**config.mk**
```make
export PLATFORM = sky130hd
export DESIGN_NAME = clock_counter
export DESIGN_NICKNAME = d
export VERILOG_FILES = /design/src/rtl/clock_pkg.sv /design/src/rtl/bcd_mod_counter.sv /design/src/rtl/clock_counter.sv
export SDC_FILE = /design/constraint.sdc
export NUM_CORES = 1
export LEC_CHECK = 0
export BUFFER_PORTS_ARGS = -buffer_cell sky130_fd_sc_hd__buf_2
export CAP_MARGIN = 20
export CORE_MARGIN = 10
export CORE_UTILIZATION = 45
export DETAILED_ROUTE_END_ITERATION = 8
export GPL_TIMING_DRIVEN = 0
export PLACE_DENSITY = 0.67
export SYNTH_ARGS = -nofsm -noshare
export SYNTH_HDL_FRONTEND = slang
export SYNTH_SLANG_ARGS = --single-unit
```
**constraint.sdc**
```tcl
create_clock -name clk -period 2.65 [get_ports clk]
set_input_delay 0.3975 -clock clk [delete_from_list [all_inputs] [get_ports clk]]
set_output_delay 0.3975 -clock clk [all_outputs]
set_load 0.02 [all_outputs]
```
**src/rtl/clock_pkg.sv**
```systemverilog
// clock_pkg
//   Shared definitions for the clock_counter slice: mode encoding, field
//   limits, the blink divisor and the decimal-point masks.
package clock_pkg;

    typedef enum logic [1:0] {
        ST_RUN   = 2'd0,
        ST_SET_H = 2'd1,
        ST_SET_M = 2'd2,
        ST_SET_S = 2'd3
    } mode_e;

    localparam int HOUR_MAX   = 23;
    localparam int MINSEC_MAX = 59;
    localparam int CSEC_MAX   = 99;

    // 100 Hz ticks, toggle every 50 -> 1 Hz blink period
    localparam int BLINK_DIV  = 50;
    localparam int BLINK_CW   = 6;

    // separators after hour units, minute units and second units
    localparam logic [7:0] RUN_POINT = 8'b0010_1010;

    // In a SET state the two digits of the selected field blink instead.
    function automatic logic [7:0] point_mask(input mode_e m, input logic b);
        logic [7:0] r;
        r = RUN_POINT;
        case (m)
            ST_SET_H: r = {6'b0, b, b};
            ST_SET_M: r = {4'b0, b, b, 2'b0};
            ST_SET_S: r = {2'b0, b, b, 4'b0};
            default:  r = RUN_POINT;
        endcase
        return r;
    endfunction

endpackage

```
**src/rtl/bcd_mod_counter.sv**
```systemverilog
// bcd_mod_counter
//   Two-digit BCD counter that wraps MAX -> 00.
//   i_clk    : clock, rising edge
//   i_rst_n  : asynchronous active-low reset
//   i_inc    : add one this cycle
//   i_clr    : synchronous clear to 00, overrides i_inc
//   o_tens   : registered tens digit
//   o_units  : registered units digit
//   o_carry  : combinational, high when this cycle's increment wraps MAX -> 00
module bcd_mod_counter #(
    parameter int MAX = 99
) (
    input  logic       i_clk,
    input  logic       i_rst_n,
    input  logic       i_inc,
    input  logic       i_clr,
    output logic [3:0] o_tens,
    output logic [3:0] o_units,
    output logic       o_carry
);

    localparam logic [3:0] MAX_T = 4'(MAX / 10);
    localparam logic [3:0] MAX_U = 4'(MAX % 10);

    logic [3:0] r_tens;
    logic [3:0] r_units;
    logic       w_at_max;

    assign w_at_max = (r_tens == MAX_T) && (r_units == MAX_U);

    always_ff @(posedge i_clk or negedge i_rst_n) begin
        if (!i_rst_n) begin
            r_tens  <= 4'd0;
            r_units <= 4'd0;
        end else if (i_clr) begin
            r_tens  <= 4'd0;
            r_units <= 4'd0;
        end else if (i_inc) begin
            if (w_at_max) begin
                r_tens  <= 4'd0;
                r_units <= 4'd0;
            end else if (r_units == 4'd9) begin
                r_tens  <= r_tens + 4'd1;
                r_units <= 4'd0;
            end else begin
                r_units <= r_units + 4'd1;
            end
        end
    end

    assign o_tens  = r_tens;
    assign o_units = r_units;
    assign o_carry = i_inc & w_at_max & ~i_clr;

endmodule

```
**src/rtl/clock_counter.sv**
```systemverilog
// clock_counter
//   HH:MM:SS.cc clock with a RUN mode and three SET modes.
//   clk          : clock, rising edge
//   reset_n      : asynchronous active-low reset
//   tick_100hz   : one-cycle 100 Hz enable
//   mode_btn     : one-cycle pulse, RUN -> SET_H -> SET_M -> SET_S -> RUN
//   inc_btn      : one-cycle pulse, +1 on the selected field in SET modes
//   led1..8Number: BCD digits, hour tens .. centisecond units
//   point        : decimal-point mask, point[i] drives led(i+1)
//   mode         : current mode (0 RUN, 1 SET_H, 2 SET_M, 3 SET_S)
module clock_counter
    import clock_pkg::*;
(
    input  logic       clk,
    input  logic       reset_n,
    input  logic       tick_100hz,
    input  logic       mode_btn,
    input  logic       inc_btn,
    output logic [3:0] led1Number,
    output logic [3:0] led2Number,
    output logic [3:0] led3Number,
    output logic [3:0] led4Number,
    output logic [3:0] led5Number,
    output logic [3:0] led6Number,
    output logic [3:0] led7Number,
    output logic [3:0] led8Number,
    output logic [7:0] point,
    output logic [1:0] mode
);

    mode_e r_state;
    mode_e w_state_nxt;

    logic                r_blink;
    logic [BLINK_CW-1:0] r_blink_cnt;
    logic                w_blink_wrap;
    logic                w_blink_nxt;
    logic [7:0]          r_point;

    logic w_run;
    logic w_set_inc;
    logic w_cs_inc, w_cs_clr, w_cs_carry;
    logic w_s_inc,  w_s_carry;
    logic w_m_inc,  w_m_carry;
    logic w_h_inc;
    // day rollover has no consumer
    logic w_unused_day_carry;

    // ---------------- mode FSM ----------------
    always_ff @(posedge clk or negedge reset_n) begin
        if (!reset_n) r_state <= ST_RUN;
        else          r_state <= w_state_nxt;
    end

    always_comb begin
        w_state_nxt = r_state;
        if (mode_btn) begin
            case (r_state)
                ST_RUN:   w_state_nxt = ST_SET_H;
                ST_SET_H: w_state_nxt = ST_SET_M;
                ST_SET_M: w_state_nxt = ST_SET_S;
                ST_SET_S: w_state_nxt = ST_RUN;
                default:  w_state_nxt = ST_RUN;
            endcase
        end
    end

    // ---------------- counter enables ----------------
    // Carries only ripple while running; in SET modes a field wrap must not
    // touch its neighbour. A mode press masks a coincident inc press.
    assign w_run     = (r_state == ST_RUN);
    assign w_set_inc = inc_btn & ~mode_btn;

    assign w_cs_inc = w_run & tick_100hz;
    assign w_cs_clr = (r_state == ST_SET_S) & mode_btn;
    assign w_s_inc  = (w_run & w_cs_carry) | ((r_state == ST_SET_S) & w_set_inc);
    assign w_m_inc  = (w_run & w_s_carry)  | ((r_state == ST_SET_M) & w_set_inc);
    assign w_h_inc  = (w_run & w_m_carry)  | ((r_state == ST_SET_H) & w_set_inc);

    bcd_mod_counter #(.MAX(HOUR_MAX)) u_hour (
        .i_clk(clk), .i_rst_n(reset_n), .i_inc(w_h_inc), .i_clr(1'b0),
        .o_tens(led1Number), .o_units(led2Number), .o_carry(w_unused_day_carry)
    );

    bcd_mod_counter #(.MAX(MINSEC_MAX)) u_min (
        .i_clk(clk), .i_rst_n(reset_n), .i_inc(w_m_inc), .i_clr(1'b0),
        .o_tens(led3Number), .o_units(led4Number), .o_carry(w_m_carry)
    );

    bcd_mod_counter #(.MAX(MINSEC_MAX)) u_sec (
        .i_clk(clk), .i_rst_n(reset_n), .i_inc(w_s_inc), .i_clr(1'b0),
        .o_tens(led5Number), .o_units(led6Number), .o_carry(w_s_carry)
    );

    bcd_mod_counter #(.MAX(CSEC_MAX)) u_csec (
        .i_clk(clk), .i_rst_n(reset_n), .i_inc(w_cs_inc), .i_clr(w_cs_clr),
        .o_tens(led7Number), .o_units(led8Number), .o_carry(w_cs_carry)
    );

    // ---------------- blink ----------------
    assign w_blink_wrap = tick_100hz && (r_blink_cnt == BLINK_CW'(BLINK_DIV - 1));
    assign w_blink_nxt  = r_blink ^ w_blink_wrap;

    always_ff @(posedge clk or negedge reset_n) begin
        if (!reset_n) begin
            r_blink_cnt <= '0;
            r_blink     <= 1'b0;
        end else if (tick_100hz) begin
            r_blink_cnt <= w_blink_wrap ? '0 : r_blink_cnt + 1'b1;
            r_blink     <= w_blink_nxt;
        end
    end

    // ---------------- point mux ----------------
    // Built from next-state values so the registered mask lines up with the
    // registered mode and digits.
    always_ff @(posedge clk or negedge reset_n) begin
        if (!reset_n) r_point <= RUN_POINT;
        else          r_point <= point_mask(w_state_nxt, w_blink_nxt);
    end

    assign point = r_point;
    assign mode  = r_state;

endmodule
```
# Word level (Yosys, flattened, before mapping)
# Index checks and enable logic that the tools add are counted.
# totals
reg_bits	47
inputBits	5
output_inout_bits	42
elab_cells	95
# classes
addsub	9
eq_ne	16
muxes	24
bitwise_logic	19
reduce_logical	15
# ops
op	count
2-to-1 mux 4 bit	20
adder 4 x 1 -> 4 bit, second input constant	8
equality test 4 bit, second input constant	5
case mux 6 bit (3 select lines)	1
bitwise AND 1 bit	13
equality test 2 bit, second input constant	4
equality test 4 x 2 -> 1 bit, second input constant	2
equality test 4 x 3 -> 1 bit, second input constant	2
case mux 2 bit (4 select lines)	1
AND reduction 2 bit	4
nonzero test 2 bit	4
adder 6 x 1 -> 6 bit, second input constant	1
equality test 6 bit, second input constant	1
2-to-1 mux 6 bit	1
logical AND 1 bit	5
equality test 2 x 1 -> 1 bit, second input constant	2
bitwise OR 1 bit	3
nonzero test 3 bit	1
logical NOT 2 bit	1
2-to-1 mux 2 bit	1
inverter 1 bit	2
XOR 1 bit	1

# Depth between registers and ports, before layout
# Gate-level depths: netlist of run 1.
# logic_depth
depth_word	13
depth_mapped	9
ltp_nobuf	8

# Modules after synthesis
# A second synthesis of run 1 with hierarchy kept.
# hier_totals
hier_cells	273
hier_area_um2	2765.2
# by_module_without_submodules
module	instances	cells_each	area_each_um2	seq_area_each_um2
bcd_mod_counter at u_min ...	2	50	488.0	200.2
clock_counter	1	67	768.2	379.1
bcd_mod_counter at u_hour	1	55	531.8	200.2
bcd_mod_counter at u_csec	1	51	489.2	200.2

# Worst setup path after synthesis of run 1
# OpenSTA, ideal clock, no wires.
# synth_timing
kind	register -> register
from	reg r_state[0] (netlist: mode[0])
to	reg u_min.r_tens[3] (netlist: u_min.o_tens[3])
t_arrival_ns	2.070
setup_slack_ns	0.514
stages_incl_launch_ff	8
path_buffers	0
cell_sequence	dfrtp_1 > inv_1 > ha_1 > and3_2 > a41oi_2 > o31a_1 > or4_1 > nand2_1
# synth_between
elab_chain_cells	10
elab_cells_between_ends	16
classes_between	eq/ne: 2; bitwise: 12; reduce/logical: 2
# synth_lines
element	line	source
from (decl)	clock_counter.sv:31	mode_e r_state;
from (signal assigned)	clock_counter.sv:52	else r_state <= w_state_nxt;
logical NOT 2 bit or equality test 2 bit (tied branches)	clock_counter.sv:71, clock_counter.sv:75, clock_counter.sv:76	
bitwise AND 1 bit (on tied branches)	clock_counter.sv:74, clock_counter.sv:75	
bitwise AND 1 bit or inverter 1 bit (tied branches)	bcd_mod_counter.sv:53	assign o_carry = i_inc & w_at_max & ~i_clr;
bitwise AND 1 bit	bcd_mod_counter.sv:53	
bitwise AND 1 bit	clock_counter.sv:76	assign w_s_inc = (w_run & w_cs_carry) | ((r_state == ST_SET_S) & w_set_inc);
bitwise OR 1 bit	clock_counter.sv:76	
bitwise AND 1 bit	bcd_mod_counter.sv:53	
bitwise AND 1 bit	clock_counter.sv:77	assign w_m_inc = (w_run & w_s_carry) | ((r_state == ST_SET_M) & w_set_inc);
bitwise OR 1 bit *	clock_counter.sv:77	
AND reduction 2 bit (no line) *	n/a	
to (signal assigned)	bcd_mod_counter.sv:43	r_tens <= r_tens + 4'd1;
to (decl)	bcd_mod_counter.sv:25	logic [3:0] r_tens;
# Every way passes the cells marked *; elsewhere a longest branch is shown, timed or not.
# A chain may end at the register's enable or synchronous reset.

# Final worst setup path of run 1
# layout_timing
from	reg r_state[0] (netlist: mode[0])
to	reg u_hour.r_tens[1] (netlist: u_hour.o_tens[1])
# layout_between
elab_chain_cells	13
elab_cells_between_ends	21
classes_between	eq/ne: 3; bitwise: 16; reduce/logical: 2
# layout_lines
element	line	source
logical NOT 2 bit or equality test 2 bit (tied branches)	clock_counter.sv:71, clock_counter.sv:75, clock_counter.sv:76	
bitwise AND 1 bit (on tied branches)	clock_counter.sv:74, clock_counter.sv:75	
bitwise AND 1 bit or inverter 1 bit (tied branches)	bcd_mod_counter.sv:53	
bitwise AND 1 bit	bcd_mod_counter.sv:53	
bitwise AND 1 bit	clock_counter.sv:76	
bitwise OR 1 bit	clock_counter.sv:76	
bitwise AND 1 bit	bcd_mod_counter.sv:53	
bitwise AND 1 bit	clock_counter.sv:77	
bitwise OR 1 bit	clock_counter.sv:77	
bitwise AND 1 bit	bcd_mod_counter.sv:53	
bitwise AND 1 bit	clock_counter.sv:78	assign w_h_inc = (w_run & w_m_carry) | ((r_state == ST_SET_H) & w_set_inc);
bitwise OR 1 bit *	clock_counter.sv:78	
AND reduction 2 bit (no line) *	n/a	
to (signal assigned)	bcd_mod_counter.sv:43	
to (decl)	bcd_mod_counter.sv:25	
# Marked as above.

==> results of run 1 <==
power groups by stage:
stage / Clock [W] / Combinational [W] / Sequential [W]
5_1_grt: 0.000499 / 0.00111 / 0.00119
3_3_place_gp: 0 / 0.000968 / 0.00116
3_5_place_dp: 0 / 0.000993 / 0.00116
4_1_cts: 0.000454 / 0.000996 / 0.00116
6_report: 0.000451 / 0.000984 / 0.00115
2_1_floorplan: 0 / 0.000497 / 0.00133
sequential cells by signal (all words and copies together), names as in the netlist:
register and count:
mode 2, point 6, r_blink 1, r_blink_cnt 6, u_csec.o_tens 4, u_csec.o_units 4
u_hour.o_tens 4, u_hour.o_units 4, u_min.o_tens 4, u_min.o_units 4, u_sec.o_tens 4, u_sec.o_units 4
logic make-up (layout without fill, tap and decap cells):
family          Yosys count  after routing  share of synthesized area [%]
buf+inv                  20             72                           3.49
fa+ha+maj                21             21                           10.3
xor+xnor                  7              7                           2.41
simple gates             96             96                           20.5
compound gates           56             56                           14.5
mux                       5              5                           2.17
other cells               1              2                          0.147
flops                    47             47                           46.4
metrics by stage:
stage,power (W),std cells,util (%)
finish,0.00259,378,53.9
global placement,0.00213,369,51.8
CTS,0.00261,377,53.4
global route,0.00280,378,53.9
floorplan,0.00182,254,-
detailed placement,0.00216,369,51.8
how the worst min path moves through the flow:
stage                                             from  slack [ns]  cells past startpoint                           end
after floorplan                                reset_n        0.10                      0             mode[0]$_DFF_PN0_
after global placement    u_csec.o_tens[3]$_DFFE_PN0P_        0.49                      1  u_csec.o_tens[3]$_DFFE_PN0P_
after detailed placement  u_csec.o_tens[3]$_DFFE_PN0P_        0.49                      1  u_csec.o_tens[3]$_DFFE_PN0P_
after CTS                                      reset_n        0.32                      1  u_csec.o_tens[2]$_DFFE_PN0P_
after global routing                           reset_n        0.10                      1             mode[0]$_DFF_PN0_
final                                          reset_n        0.07                      1  u_min.o_units[2]$_DFFE_PN0P_
worst reg2reg max path: cells and delay by family (launching register included):
kind | cells | cell delay, ns
compound gates | 3 | 0.90
simple gates | 1 | 0.24
fa+ha+maj | 1 | 0.28
flops | 1 | 0.43
buf+inv | 2 | 0.33
synth_stat cells (all sizes together), types with 3 or more instances:
| cell | count | area [sq um] |
|---|---|---|
| ha | 21 | 263 |
| a21o | 5 | 37.5 |
| a21oi | 9 | 45.0 |
| o31ai | 5 | 37.5 |
| xor2 | 5 | 43.8 |
| nor3 | 7 | 40.0 |
| nand2b | 4 | 25.0 |
| dfrtp | 44 | 1100 |
| buf | 5 | 32.5 |
| o21ai | 25 | 125 |
| and3b | 6 | 52.6 |
| nand2 | 26 | 97.6 |
| nor2 | 17 | 63.8 |
| dfstp | 3 | 78.8 |
| nor2b | 4 | 25.0 |
| nand3 | 11 | 55.1 |
| or4 | 3 | 22.5 |
| nor3b | 4 | 40.0 |
| or3 | 4 | 25.0 |
| mux2 | 4 | 45.0 |
| inv | 14 | 52.6 |
layer usage:
| layer | global-route usage (%) | up-vias |
|---|---|---|
| met4 | 4.61 | 0 |
| met3 | 4.24 | 7 |
| met2 | 18.9 | 32 |
| met5 | 0 | - |
| li1 | - | 989 |
| met1 | 14.3 | 914 |
layout make-up:
type / count / area share, %
flip-flops and latches: 47 / 39.8
plain buffers: 6 / 1.22
well taps: 72 / 3.04
multi-input cells: 187 / 43.1
clock buffers: 5 / 2.32
clock inverters: 3 / 0.633
inverters: 14 / 1.77
repair buffers: 44 / 8.18
==> impl_metrics.env, run 1 <==
export IMPL_drive_gt1_share_pct=23.2
export IMPL_r2r_start="mode[0]$_DFF_PN0_"
export IMPL_hpwl_microns=3720
export IMPL_grt_overflow_total=0
export IMPL_wl_met2_microns=2410
export IMPL_cp_data_required_time_ns=2.84
export IMPL_route_met3_wl_microns=312
export IMPL_total_leakage_power_nw=1.49
export IMPL_swShare_pct=41.9
export IMPL_cts_clk_slew_worst_paths_ns=0.10
export IMPL_path_class="flip-flop to flip-flop"
export IMPL_area_growth_pct=16.7
export IMPL_cts_setup_buffers=0
export IMPL_holdWs_ns=0.0665
export IMPL_grt_start_max_net_pins=48
export IMPL_finalSetupTns_ns=0
export IMPL_grt_pass1_wl_microns=8730
export IMPL_critPathCaptureType="flip-flop"
export IMPL_worstPathCellList="inv_1 -> ha_1 -> and3_2 -> a41oi_2 -> o31a_1 -> buf_2 -> o41ai_1"
export IMPL_skew_ns=0.0102
export IMPL_cts_tree="built"
export IMPL_fmax_ghz=0.437
export IMPL_placed_cell_area_sq_um=2850
export IMPL_cts_hold_fix_buffers=0
export IMPL_r2r_slack_ns=0.36
export IMPL_ant_nets=0
export IMPL_p_comb_share_pct=38.0
export IMPL_cts_made_buffers=5
export IMPL_cts_repair_resized=0
export IMPL_io_pins=47
export IMPL_switching_power_w=0.00109
export IMPL_avgSynthCellArea_sq_um=10.0
export IMPL_maxSlewHeadroom_pct=62.7
export IMPL_seq_area_frac_synth_pct=46.4
export IMPL_ff2ff_path_depth=7
export IMPL_grt_pass1_vias=1906
export IMPL_finalCritPeriodShare_pct=86.3
export IMPL_fillers=509
export IMPL_drt_iter0_drc=43
export IMPL_start_kind="flip-flop"
export IMPL_power_density_nw_per_um2=873
export IMPL_async_flop_share_pct=100
export IMPL_setup_ws_ns=0.362
export IMPL_crit_end="u_hour.o_tens[1]$_DFFE_PN0P_"
export IMPL_cts_sinks=47
export IMPL_clock_path_buffers=2
export IMPL_regArea_sq_um=1180
export IMPL_finalInstanceArea_sq_um=2970
export IMPL_insertion_delay_ns=0.31
export IMPL_maxCapViolCount=0
export IMPL_top_layer="met4"
export IMPL_cp_top_family="compound AO/OA/AOI/OAI gates"
export IMPL_hold_class="input port to async pin"
export IMPL_core_area_sq_um=5510
export IMPL_nets=331
export IMPL_firstDrtPassIters=4
export IMPL_multi_input_area_sq_um=1280
export IMPL_initial_utilization_pct=46.2
export IMPL_route_vias_total=1942
export IMPL_antenna_found_initial=0
export IMPL_setup_viol=0
export IMPL_crit_start="mode[0]$_DFF_PN0_"
export IMPL_drc_errors=0
export IMPL_clockRootBuffer="clkbuf_8"
export IMPL_num_antenna_cells=0
export IMPL_grt_util_all_layers_pct=11.9
export IMPL_layout_min_cycle_time_ns=2.29
export IMPL_ys_types=47
export IMPL_ctsHtreeMaxLevel=2
export IMPL_wirelength_microns=5160
export IMPL_syn_cell_area_sq_um=2540
export IMPL_layout_commonest_cell="buf_2"
export IMPL_reg2reg_to="u_hour.o_tens[1]$_DFFE_PN0P_"
export IMPL_worst_path_stages=7
export IMPL_status="complete, no violations"
export IMPL_power_share_clock_pct=17.4
export IMPL_layout_common_cells="45 x buf_2, 44 x dfrtp_1, 26 x nand2_1, 22 x o21ai_0, 21 x ha_1"
export IMPL_drt_met1_wl_microns=2370
export IMPL_drt_vias_per_instance=5.14
export IMPL_ys_seq_elements=47
export IMPL_rsz0062_at_grt="no"
export IMPL_cp_slowest_stage_delay_ns=0.43
export IMPL_yosys_warnings=0
export IMPL_portBuffers=43
export IMPL_pre_cts_slack_ns=0.351
export IMPL_power_internal_w=0.00150
export IMPL_arrival_ns=2.48
export IMPL_synth_edf_count=0
export IMPL_pwr_share_seq_pct=44.6
export IMPL_slowest_stage="dfrtp_1"
export IMPL_worst_slew_pin_slew_ns=0.560
export IMPL_syn_inst=253
export IMPL_rows=27
export IMPL_crit_fanout=10
export IMPL_hold_violations=0
export IMPL_die_area_sq_um=9060
export IMPL_die_w_microns=95.2
export IMPL_ys_flop_type="dfrtp_1"
export IMPL_gp_congestion=0.767
export IMPL_routed_wire_length_per_instance_microns=13.7
export IMPL_critPathBufInv=2
export IMPL_dieHeight_microns=95.2
export IMPL_slew_viol_final=0
export IMPL_ir_drop_uv=540
Note: power is estimated with default switching activity, not from simulation.
==> run 2: changes to the inputs <==
--- a/config.mk
+++ b/config.mk
@@ -7,11 +7,12 @@
 export LEC_CHECK = 0
 export BUFFER_PORTS_ARGS = -buffer_cell sky130_fd_sc_hd__buf_2
 export CAP_MARGIN = 20
-export CORE_MARGIN = 10
+export CORE_MARGIN = 3
 export CORE_UTILIZATION = 45
 export DETAILED_ROUTE_END_ITERATION = 8
 export GPL_TIMING_DRIVEN = 0
 export PLACE_DENSITY = 0.67
+export SLEW_MARGIN = 40
 export SYNTH_ARGS = -nofsm -noshare
 export SYNTH_HDL_FRONTEND = slang
 export SYNTH_SLANG_ARGS = --single-unit
==> impl_metrics.env, run 2 (synthesis results as in run 1) <==
export IMPL_status="complete, no violations"
export IMPL_cp_slowest_stage_delay_ns=0.49
export IMPL_hpwl_microns=3460
export IMPL_setup_viol=0
export IMPL_routed_wire_length_per_instance_microns=12.6
export IMPL_finalInstanceArea_sq_um=2980
export IMPL_drc_errors=0
export IMPL_io_pins=47
export IMPL_power_internal_w=0.00169
export IMPL_wirelength_microns=4730
export IMPL_dieHeight_microns=81.2
export IMPL_cts_repair_resized=0
export IMPL_firstDrtPassIters=4
export IMPL_path_class="flip-flop to flip-flop"
export IMPL_maxSlewHeadroom_pct=60.8
export IMPL_slew_viol_final=0
export IMPL_area_growth_pct=17.4
export IMPL_ctsHtreeMaxLevel=2
export IMPL_cts_clk_slew_worst_paths_ns=0.09
export IMPL_swShare_pct=38.2
export IMPL_num_antenna_cells=0
export IMPL_finalCritPeriodShare_pct=86.2
export IMPL_placed_cell_area_sq_um=2850
export IMPL_route_vias_total=1931
export IMPL_grt_util_all_layers_pct=15.5
export IMPL_fmax_ghz=0.438
export IMPL_reg2reg_to="u_min.o_tens[3]$_DFFE_PN0P_"
export IMPL_initial_utilization_pct=48.2
export IMPL_drt_iter0_drc=48
export IMPL_total_leakage_power_nw=1.49
export IMPL_skew_ns=0.00951
export IMPL_cts_sinks=47
export IMPL_layout_min_cycle_time_ns=2.29
export IMPL_ant_nets=0
export IMPL_nets=330
export IMPL_p_comb_share_pct=35.3
export IMPL_drive_gt1_share_pct=22.6
export IMPL_portBuffers=43
export IMPL_ff2ff_path_depth=7
export IMPL_crit_fanout=7
export IMPL_hold_class="input port to async pin"
export IMPL_pwr_share_seq_pct=42.3
export IMPL_gp_congestion=0.777
export IMPL_switching_power_w=0.00105
export IMPL_die_w_microns=81.2
export IMPL_maxCapViolCount=0
export IMPL_drt_vias_per_instance=5.15
export IMPL_start_kind="flip-flop"
export IMPL_hold_violations=0
export IMPL_grt_pass1_wl_microns=8170
export IMPL_cts_tree="built"
export IMPL_clock_path_buffers=2
export IMPL_rows=26
export IMPL_clockRootBuffer="clkbuf_8"
export IMPL_grt_overflow_total=0
export IMPL_power_share_clock_pct=22.4
export IMPL_power_density_nw_per_um2=917
export IMPL_ir_drop_uv=569
export IMPL_insertion_delay_ns=0.29
export IMPL_die_area_sq_um=6590
export IMPL_worstPathCellList="inv_1 -> ha_1 -> and3_2 -> a41oi_2 -> o31a_1 -> or4_1 -> nand2_1"
export IMPL_grt_start_max_net_pins=48
export IMPL_critPathCaptureType="flip-flop"
export IMPL_r2r_start="mode[1]$_DFF_PN0_"
export IMPL_cts_made_buffers=5
export IMPL_slowest_stage="or4_1"
export IMPL_antenna_found_initial=0
export IMPL_grt_pass1_vias=1855
export IMPL_rsz0062_at_grt="no"
export IMPL_core_area_sq_um=5270
export IMPL_r2r_slack_ns=0.36
export IMPL_finalSetupTns_ns=0
export IMPL_arrival_ns=2.51
export IMPL_cts_setup_buffers=0
export IMPL_cp_data_required_time_ns=2.88
export IMPL_cts_hold_fix_buffers=0
export IMPL_worst_slew_pin_slew_ns=0.588
export IMPL_layout_common_cells="44 x buf_2, 44 x dfrtp_1, 26 x nand2_1, 22 x o21ai_0, 21 x ha_1"
==> run 2: per-stage QoR <==
stage	total power [W]	instances	hold WS, ns	utilization, %	setup WS, ns
floorplan	0.00182	254	0.102	-	0.514
global placement	0.00211	367	0.490	54.1	0.387
detailed placement	0.00215	367	0.446	54.1	0.371
CTS	0.00277	375	0.118	56.6	0.345
global route	0.00296	375	0.139	56.6	0.196
finish	0.00274	375	0.0993	56.6	0.365
==> run 2: power groups by stage <==
| stage | clock network, W | logic (W) | registers [W] |
|---|---|---|---|
| after detailed placement | 0 | 0.000980 | 0.00116 |
| after floorplan | 0 | 0.000497 | 0.00133 |
| final | 0.000612 | 0.000966 | 0.00116 |
| after CTS | 0.000633 | 0.000984 | 0.00116 |
| after global placement | 0 | 0.000951 | 0.00116 |
| after global routing | 0.000659 | 0.00110 | 0.00119 |
==> run 2: worst max-delay path, delay by kind of cell (launching register included) <==
family	cells	cell delay [ns]
DFF	1	0.43
and+or+nand+nor	3	0.81
buffers and inverters	1	0.14
AOI/OAI and AO/OA	2	0.57
adders and majority gates	1	0.28
==> run 2: worst max-delay path by stage <==
stage | cells past startpoint | to | startpoint | slack, ns
after floorplan | 7 | u_min.o_tens[3]$_DFFE_PN0P_ | mode[0]$_DFF_PN0_ | 0.51
after global placement | 7 | u_hour.o_tens[1]$_DFFE_PN0P_ | mode[0]$_DFF_PN0_ | 0.39
after detailed placement | 7 | u_min.o_tens[3]$_DFFE_PN0P_ | mode[0]$_DFF_PN0_ | 0.37
after CTS | 7 | u_hour.o_tens[1]$_DFFE_PN0P_ | mode[1]$_DFF_PN0_ | 0.34
after global routing | 7 | u_hour.o_tens[1]$_DFFE_PN0P_ | mode[1]$_DFF_PN0_ | 0.20
final | 7 | u_min.o_tens[3]$_DFFE_PN0P_ | mode[1]$_DFF_PN0_ | 0.36
==> run 2: cell type report <==
class	count	area (sq um)
timing repair buffer	43	218
multi-input combinational	187	1280
tap	70	87.6
fill	463	2290
clock inverter	2	60.1
inverter	14	52.6
clock buffer	6	72.6
buffer	6	36.3
sequential	47	1180
==> run 2: layer usage <==
layer,track usage [%],wire [microns]
met1,19.9,2250
met2,26.4,2270
met3,3.33,178
met4,4.05,27
met5,0,0
